$ cat src/rtl/timer_device_if.sv
// CPU device-bus bundle for the timer: address/strobes/store data in, read data, decode hit and IRQ out.
interface timer_device_if;
  logic [31:0] Address;
  logic        writeEn;
  logic        readEn;
  logic [31:0] writeData;
  logic [31:0] Device_Read_Data;
  logic        hit;
  logic        IRQ;

  modport master (
    output Address, writeEn, readEn, writeData,
    input  Device_Read_Data, hit, IRQ
  );

  modport slave (
    input  Address, writeEn, readEn, writeData,
    output Device_Read_Data, hit, IRQ
  );
endinterface

$ cat src/rtl/timer_device.sv
// Memory-mapped 32-bit down-counting timer (CTRL/PRESET/COUNT), one-shot or auto-reload, registered IRQ.
// Writes land on the next edge, reads are zero-cycle combinational; no backpressure, the bus is always accepted.
module timer_device #(
  parameter logic [31:0] BASE_ADDR = 32'h0000_7F00
) (
  input  logic           clk,
  input  logic           reset,
  timer_device_if.slave  bus
);
  typedef enum logic [1:0] {IDLE, LOAD, CNT, INT} state_t;

  state_t      state_q, state_d;
  logic        en_q;
  logic [1:0]  mode_q;
  logic        im_q;
  logic [31:0] preset_q;
  logic [31:0] count_q, count_d;
  logic        pending_q;
  logic        irq_q;
  logic        en_clr;

  logic [1:0]  offset;
  logic        auto_reload;
  logic        wr_ctrl, wr_preset;
  logic        pending;
  logic [1:0]  unused_addr_bits;

  assign offset           = bus.Address[3:2];
  assign unused_addr_bits = bus.Address[1:0];
  assign bus.hit          = (bus.Address[31:4] == BASE_ADDR[31:4]) && (offset != 2'b11);
  assign auto_reload      = (mode_q == 2'b01);
  assign wr_ctrl          = bus.writeEn && bus.hit && (offset == 2'b00);
  assign wr_preset        = bus.writeEn && bus.hit && (offset == 2'b01);

  // pending is live during INT so IRQ follows one cycle later; one-shot latches it until a CTRL write
  assign pending = (state_q == INT) || pending_q;
  assign bus.IRQ = irq_q;

  always_comb begin
    state_d = state_q;
    count_d = count_q;
    en_clr  = 1'b0;
    case (state_q)
      IDLE: if (en_q) state_d = LOAD;
      LOAD: begin
        count_d = preset_q;
        state_d = CNT;
      end
      CNT: begin
        if (!en_q) begin
          state_d = IDLE;
        end else if (count_q <= 32'd1) begin
          count_d = '0;
          state_d = INT;
        end else begin
          count_d = count_q - 32'd1;
        end
      end
      INT: begin
        if (auto_reload) begin
          state_d = LOAD;
        end else begin
          en_clr  = 1'b1;
          state_d = IDLE;
        end
      end
      default: state_d = IDLE;
    endcase
  end

  always_ff @(posedge clk) begin
    if (reset) begin
      state_q   <= IDLE;
      count_q   <= '0;
      en_q      <= 1'b0;
      mode_q    <= 2'b00;
      im_q      <= 1'b0;
      preset_q  <= '0;
      pending_q <= 1'b0;
      irq_q     <= 1'b0;
    end else begin
      state_q <= state_d;
      count_q <= count_d;
      irq_q   <= pending && im_q;

      // a CPU write to CTRL takes priority over the hardware EN clear
      if (wr_ctrl) begin
        {im_q, mode_q, en_q} <= bus.writeData[3:0];
      end else if (en_clr) begin
        en_q <= 1'b0;
      end

      if (wr_preset) preset_q <= bus.writeData;

      if (wr_ctrl) begin
        pending_q <= 1'b0;
      end else if (state_q == INT && !auto_reload) begin
        pending_q <= 1'b1;
      end
    end
  end

  always_comb begin
    bus.Device_Read_Data = '0;
    if (bus.readEn && bus.hit) begin
      case (offset)
        2'b00:   bus.Device_Read_Data = {28'd0, im_q, mode_q, en_q};
        2'b01:   bus.Device_Read_Data = preset_q;
        2'b10:   bus.Device_Read_Data = count_q;
        default: bus.Device_Read_Data = '0;
      endcase
    end
  end
endmodule

$ cat src/flat_wrapper.sv
// flat-port wrapper written by rule: the top's interface ports become plain ports
module timer_device_flat 
#(
  parameter logic [31:0] BASE_ADDR = 32'h0000_7F00
)
  (clk, reset, bus_Address, bus_writeEn, bus_readEn, bus_writeData, bus_Device_Read_Data, bus_hit, bus_IRQ);
  timer_device_if bus_i ();
  input  logic clk;
  input  logic reset;
  input wire logic [$bits(bus_i.Address)-1:0] bus_Address;
  input wire logic [$bits(bus_i.writeEn)-1:0] bus_writeEn;
  input wire logic [$bits(bus_i.readEn)-1:0] bus_readEn;
  input wire logic [$bits(bus_i.writeData)-1:0] bus_writeData;
  output wire logic [$bits(bus_i.Device_Read_Data)-1:0] bus_Device_Read_Data;
  output wire logic [$bits(bus_i.hit)-1:0] bus_hit;
  output wire logic [$bits(bus_i.IRQ)-1:0] bus_IRQ;
  assign bus_i.Address = bus_Address;
  assign bus_i.writeEn = bus_writeEn;
  assign bus_i.readEn = bus_readEn;
  assign bus_i.writeData = bus_writeData;
  assign bus_Device_Read_Data = bus_i.Device_Read_Data;
  assign bus_hit = bus_i.hit;
  assign bus_IRQ = bus_i.IRQ;
  timer_device #(.BASE_ADDR(BASE_ADDR)) u_core (.clk(clk), .reset(reset), .bus(bus_i));
endmodule
$ cat config.mk
export PLATFORM = sky130hd
export DESIGN_NAME = timer_device_flat
export DESIGN_NICKNAME = d
export VERILOG_FILES = /design/src/rtl/timer_device_if.sv /design/src/rtl/timer_device.sv /design/src/flat_wrapper.sv
export SDC_FILE = /design/constraint.sdc
export NUM_CORES = 1
export LEC_CHECK = 0
export ABC_AREA = 1
export CAP_MARGIN = 20
export CORE_MARGIN = 4
export CORE_UTILIZATION = 58
export CTS_BUF_LIST = sky130_fd_sc_hd__clkbuf_2
export DETAILED_ROUTE_END_ITERATION = 8
export PLACE_DENSITY = 0.89
export SETUP_SLACK_MARGIN = 0.05
export SKIP_LAST_GASP = 1
export SLEW_MARGIN = 0
export SYNTH_ARGS = -nofsm -noshare
export SYNTH_HDL_FRONTEND = slang
export SYNTH_SLANG_ARGS = --single-unit
$ cat constraint.sdc
create_clock -name clk -period 5.08 [get_ports clk]
set_input_delay 1.016 -clock clk [delete_from_list [all_inputs] [get_ports clk]]
set_output_delay 1.016 -clock clk [all_outputs]
set_load 0.1 [all_outputs]
==> results.yml <==
outcome:
  status: "finished, final reports clean"
clocking:
  cts.htree.levels: 3
  tritoncts: "built"
  cts_root_buf: "clkbuf_2"
  cts.clk_slew.worst_paths_ns: 0.21
  ctsLongestPathBuffers: 2
  cts-buffers-inserted: 9
  ctsHoldBuffers: 0
  insertion_delay_ns: 0.53
  clock_sinks: 72
  postCtsSetupBuffers: 0
  ctsResizeCount: 0
routing:
  routed_via_count_divided_by_cell_count: 5.555
  detail-route-antenna-nets: 0
  drt_iter0_drc: 488
  drt-wirelength-per-cell_um: 14.76
  detail_route.drc_violations: 0
  route.final.wire_length_um: 15530
  detailedRoute.firstPassIterationCount: 6
  via_count: 5844
critical_path:
  worstPathArrival_ns: 3.12
  r2r-end: "u_core.count_q[18]$_SDFFE_PP0P_"
  crit_path_max_incr_delay_ns: 0.56
  r2r_slack_ns: 2.55
  critical_path_peak_fanout: 18
  type_of_the_worst_setup_path: "input pin to output pin"
  slowest_stage: "clkdlybuf4s50_1"
  timing.critical_path.from_type: "input pin"
  cp_cell_sequence: "clkdlybuf4s50_1 > inv_1 > nor2_2 > buf_4 > nand2_1 > a21oi_1 > buf_12"
  worstSetupEndpointType: "output pin"
  worstPathRequired_ns: 4.06
  timing.rr.start: "u_core.count_q[0]$_SDFFE_PP0P_"
  ff2ff_path_depth: 11
  worst_setup_sp: "bus_Address[3]"
finish:
  nNetsFinal: 1012
  synthToLayoutAreaGrowth_pct: 29.02
  layout-drive-gt1-share_pct: 11.62
  multi_input_comb_area_um2: 2918
  leading_cell_types_in_the_layout_fill_and_taps_excluded: "nand2_1, inv_1, nor2_1"
  final-seq-area_um2: 1441
  fill_cells: 635
  antenna-diode-count: 0
  finish.cell_count_without_fillers: 1052
  layout.cells.most_common: "nand2_1"
  share_of_the_core_filled_with_cells_in_the_final_layout_pct: 77.67
timing:
  achievable-frequency_ghz: 0.2416
  worst_hold_slack_ns: 0.5195
  finalCriticalPeriod_ns: 4.139
  fin_ws_ns: 0.9411
  grt_setup_unrepaired: "no"
  final_period_util_pct: 81.47
  worstMarginPinSlew_ns: 1.039
  final_hold_viol_count: 0
  slew_headroom_pct: 30.52
  setup_viol_count_final: 0
  timing.clock.skew_ns: 0.03215
  slew_viol_final: 0
global_routing:
  globalRoute.totalOverflow: 0
  grt_start_max_net_pins: 39
  number_of_antenna_violations_at_the_first_check_in_global_routing: 0
  number_of_global_route_vias_before_repair: 5484
  grt.total_usage_pct: 30.73
  grt_first_pass_wirelength_um: 25290
floorplan:
  placementRows: 33
  initial_utilization_pct: 60.20
  core_box_area_um2: 8258
  design.die.area_um2: 10120
  io_pins: 102
  die_y_um: 100.6
  fp.dieW_um: 100.6
placement:
  port_buffers: 99
  gp_congestion: 0.9795
  numPlacedInstances: 1036
  dp_worst_setup_slack_ns: 0.9897
  place.detailed.hpwl_um: 11350
yosys:
  yosys_warnings: 0
  synth_cells: 861
  synthesis.nets: 931
  count_of_unique_library_cells_instantiated_by_yosys: 34
  synth_area_um2: 4971
  postSynthRegisterBits: 72
  synthesis.area_per_instance_um2: 5.774
  synth_seq_area_share_pct: 29.00
worst_hold_path:
  cells_on_worst_hold_path: 2
  worst_hold_startpoint: "u_core.pending_q$_SDFFE_PP0P_"
  hold_path_end: "u_core.pending_q$_SDFFE_PP0P_"
  hp-class: "flip-flop to flip-flop"
run:
  max_cap_viol_count: 0
power_and_ir_drop:
  vdd_ir_drop_max_uv: 171.4
  p_leak_uw: 0.002850
  powerDensity_nw_per_um2: 167.5
-- how the worst max path moves through the flow --
stage | endpoint | slack (ns)
after global routing | bus_Device_Read_Data[31] | 0.83
after CTS | bus_Device_Read_Data[31] | 0.97
final | bus_Device_Read_Data[31] | 0.94
after detailed placement | bus_Device_Read_Data[31] | 0.99
after global placement | bus_Device_Read_Data[14] | 1.04
after floorplan | bus_Device_Read_Data[0] | -0.06
-- layer usage --
layer | track usage (%) | wire length, um | vias to the layer above
li1 | - | - | 2852
met1 | 40.91 | 6257 | 2615
met2 | 50.78 | 7338 | 325
met3 | 4.706 | 1567 | 52
met4 | 10.05 | 367 | 0
met5 | 0 | 0 | -
-- Yosys cell counts (all sizes together) --
master	number	area (um^2)
inv	142	533.0
o2bb2ai	2	17.52
nand3b	3	22.52
o21a	1	7.510
nor3	8	40.04
o21ai	42	210.2
xnor2	6	52.55
o22ai	3	18.77
clkinv	1	3.750
a31oi	1	6.260
o211ai	1	7.510
a21oi	61	309.1
nor2	117	486.7
dfxtp	72	1441
nand3	22	115.1
xor2	10	87.58
nand4	47	294.0
ha	2	25.02
clkbuf	22	82.58
nand2	278	1069
buf	15	110.1
nor4	5	31.28
-- critical path, delay by kind of cell --
| family | cells | cell delay (ns) |
|---|---|---|
| AO/OA/AOI/OAI | 1 | 0.28 |
| buffers and inverters | 4 | 1.23 |
| AND/OR/NAND/NOR | 2 | 0.58 |
-- power breakdown --
group / leakage [uW] / internal, uW / switching (uW)
logic: 0.00219 / 55.7 / 50.4
registers: 0.000580 / 566 / 0.00319
clock network: 0.0000787 / 167 / 234
total: 0.00285 / 789 / 285
-- flip-flops by register name, summed over array words and instances, names as in the netlist --
signal	cells
u_core.state_q	2
u_core.im_q	1
u_core.bus.IRQ	1
u_core.mode_q	2
u_core.en_q	1
u_core.count_q	32
u_core.preset_q	32
u_core.pending_q	1
-- kinds of logic after synthesis --
| logic type | count (synthesis) | synth area share, % |
|---|---|---|
| AND/OR/NAND/NOR | 480 | 41.40 |
| buffers and inverters | 180 | 14.67 |
| AO/OA/AOI/OAI | 111 | 11.60 |
| flip-flops | 72 | 29.00 |
| XOR/XNOR | 16 | 2.819 |
| adder cells (fa/ha/maj) | 2 | 0.5033 |
-- per-stage QoR --
stage | area (um^2) | power (uW) | TNS, ns
floorplan | 5081 | 616.1 | -0.1777
CTS | 6414 | 1067 | 0
detailed placement | 6271 | 682.0 | 0
global placement | 6271 | 679.2 | 0
global route | 6414 | 1100 | 0
finish | 6414 | 1074 | 0
-- area by class of cell --
cell class              instances  share of cell area (%)
well taps                     105                   2.048
clock buffers                  10                  0.7803
flip-flops and latches         72                   22.47
clock inverters                 6                   1.444
inverters                     143                   8.369
repair buffers                107                   19.39
multi-input cells             609                   45.49
No activity file was read; power rests on OpenSTA's default activity.
==> RTL change (same settings) <==
Encoding of `state_t`: now one-hot (4 bits for 4 states).
--- a/src/rtl/timer_device.sv
+++ b/src/rtl/timer_device.sv
@@ -9,3 +9,3 @@
 );
-  typedef enum logic [1:0] {IDLE, LOAD, CNT, INT} state_t;
+  typedef enum logic [3:0] {IDLE = 4'b0001, LOAD = 4'b0010, CNT = 4'b0100, INT = 4'b1000} state_t;
 
Formal check against the unedited RTL: no difference found for any inputs over 4 cycles, from zero or initial values and one cycle with reset high; so few cycles prove little.
==> RTL change against the unedited design <==
- worst setup slack got worse by 110 ps
- routed wire length decreased by 8.5%
- power up 13%
- cell area shrank 5.1%
- sequential share of layout area rose by 1.9 points
- fmax fell by 2.7%
- area after synthesis shrank 1.4%
- count of clock-buffer cells in the layout did not move
- sequential cell count up 2
- highest routed layer unchanged
==> RTL change: results <==
export IMPL_synth_cell_types=39
export IMPL_fin_nets=980
export IMPL_worstRegToRegCells=8
export IMPL_finalClockSkew_ps=43.8
export IMPL_drtIter0Drc=334
export IMPL_min_delay_start="u_core.preset_q[30]"
export IMPL_yosysWarnings=0
export IMPL_layout_drive_gt1_share_pct=12.5
export IMPL_inv_count=111
export IMPL_peakVddDrop_mv=0.126
export IMPL_post_drt_wl_per_cell_um=13.9
export IMPL_cp_max_fo=19
export IMPL_grt_use_met2_pct=49.7
export IMPL_critPathMaxStageDelay_ps=500
export IMPL_htreeDepth=3
export IMPL_p_leak_uw=0.00294
export IMPL_grt_max_degree=66
export IMPL_dr_wl_met2_um=6910
export IMPL_hold_depth=4
export IMPL_outcome="finished clean"
export IMPL_grt_pass1_wl_um=23300
export IMPL_p_seq_uw=589
export IMPL_viasPerCell=5.29
export IMPL_relSlewSlack_pct=34.1
export IMPL_r2r_end="u_core.count_q[26]"
export IMPL_p_clk_uw=451
export IMPL_timing_rr_start="u_core.state_q[1]"
export IMPL_drt_pass1_iter_count=5
export IMPL_syn_nets=897
export IMPL_multi_input_comb_cells=607
export IMPL_first_global_vias=5177
export IMPL_ys_seq_elements=74
export IMPL_clockNetworkAreaShare_pct=2.69
export IMPL_met1_usage_pct=35.2
export IMPL_multi_input_area_share_pct=48.0
export IMPL_met3_usage_pct=4.31
export IMPL_pre_cts_slack_ps=864
export IMPL_dp_hpwl_um=10200
export IMPL_ys_seq_area_share_pct=30.2
export IMPL_bufAreaShareNonClock_pct=15.9
export IMPL_synth_top_cells_by_area="dfxtp_1 (30%), nand2_1 (17%), nor2_1 (12%), inv_1 (8.0%), o21ai_0 (7.2%)"
export IMPL_syn_area_per_cell_um2=5.93
export IMPL_dp_cells=1004
export IMPL_regArea_mm2=0.00148
export IMPL_met1_length_um=6090
export IMPL_crit_arrival_ps=3240
export IMPL_gp_congestion=0.931
export IMPL_worst_hold_path_endpoint="u_core.preset_q[30]"
export IMPL_synth_compound_area_share_pct=15.3
export IMPL_n_fill_cell=746
export IMPL_rrSetupSlack_ps=3000
export IMPL_gr_usage_all_layers_pct=28.6
export IMPL_intPower_uw=883
export IMPL_synth_adder_area_share_pct=0.510
export IMPL_vias=5395
export IMPL_synth_xor_area_share_pct=2.68
RTL change: stage by stage:
step | area (um2) | hold slack (ps)
floorplan | 5010 | 440
global placement | 5920 | 473
global route | 6080 | 583
detailed placement | 5920 | 508
CTS | 6080 | 545
finish | 6080 | 547
RTL change: worst max path at each step:
stage | to | slack, ps | depth (start not counted)
2_1_floorplan | bus_Device_Read_Data[0] | 3 | 8
3_5_place_dp | bus_Device_Read_Data[27] | 860 | 9
4_1_cts | bus_Device_Read_Data[27] | 860 | 9
5_1_grt | bus_Device_Read_Data[29] | 720 | 9
6_report | bus_Device_Read_Data[27] | 830 | 9
3_3_place_gp | bus_Device_Read_Data[27] | 940 | 9
RTL change: kinds of logic after synthesis:
family,count (synthesis)
xor gates and xnor gates,15
DFF,74
adders and majority gates,2
and+or+nand+nor,447
AOI/OAI and AO/OA,143
buffers and inverters,146
RTL change: critical path, delay by kind of cell:
kind	cells	cell delay, ps
buf+inv	3	1170
simple gates	5	900
compound gates	1	140
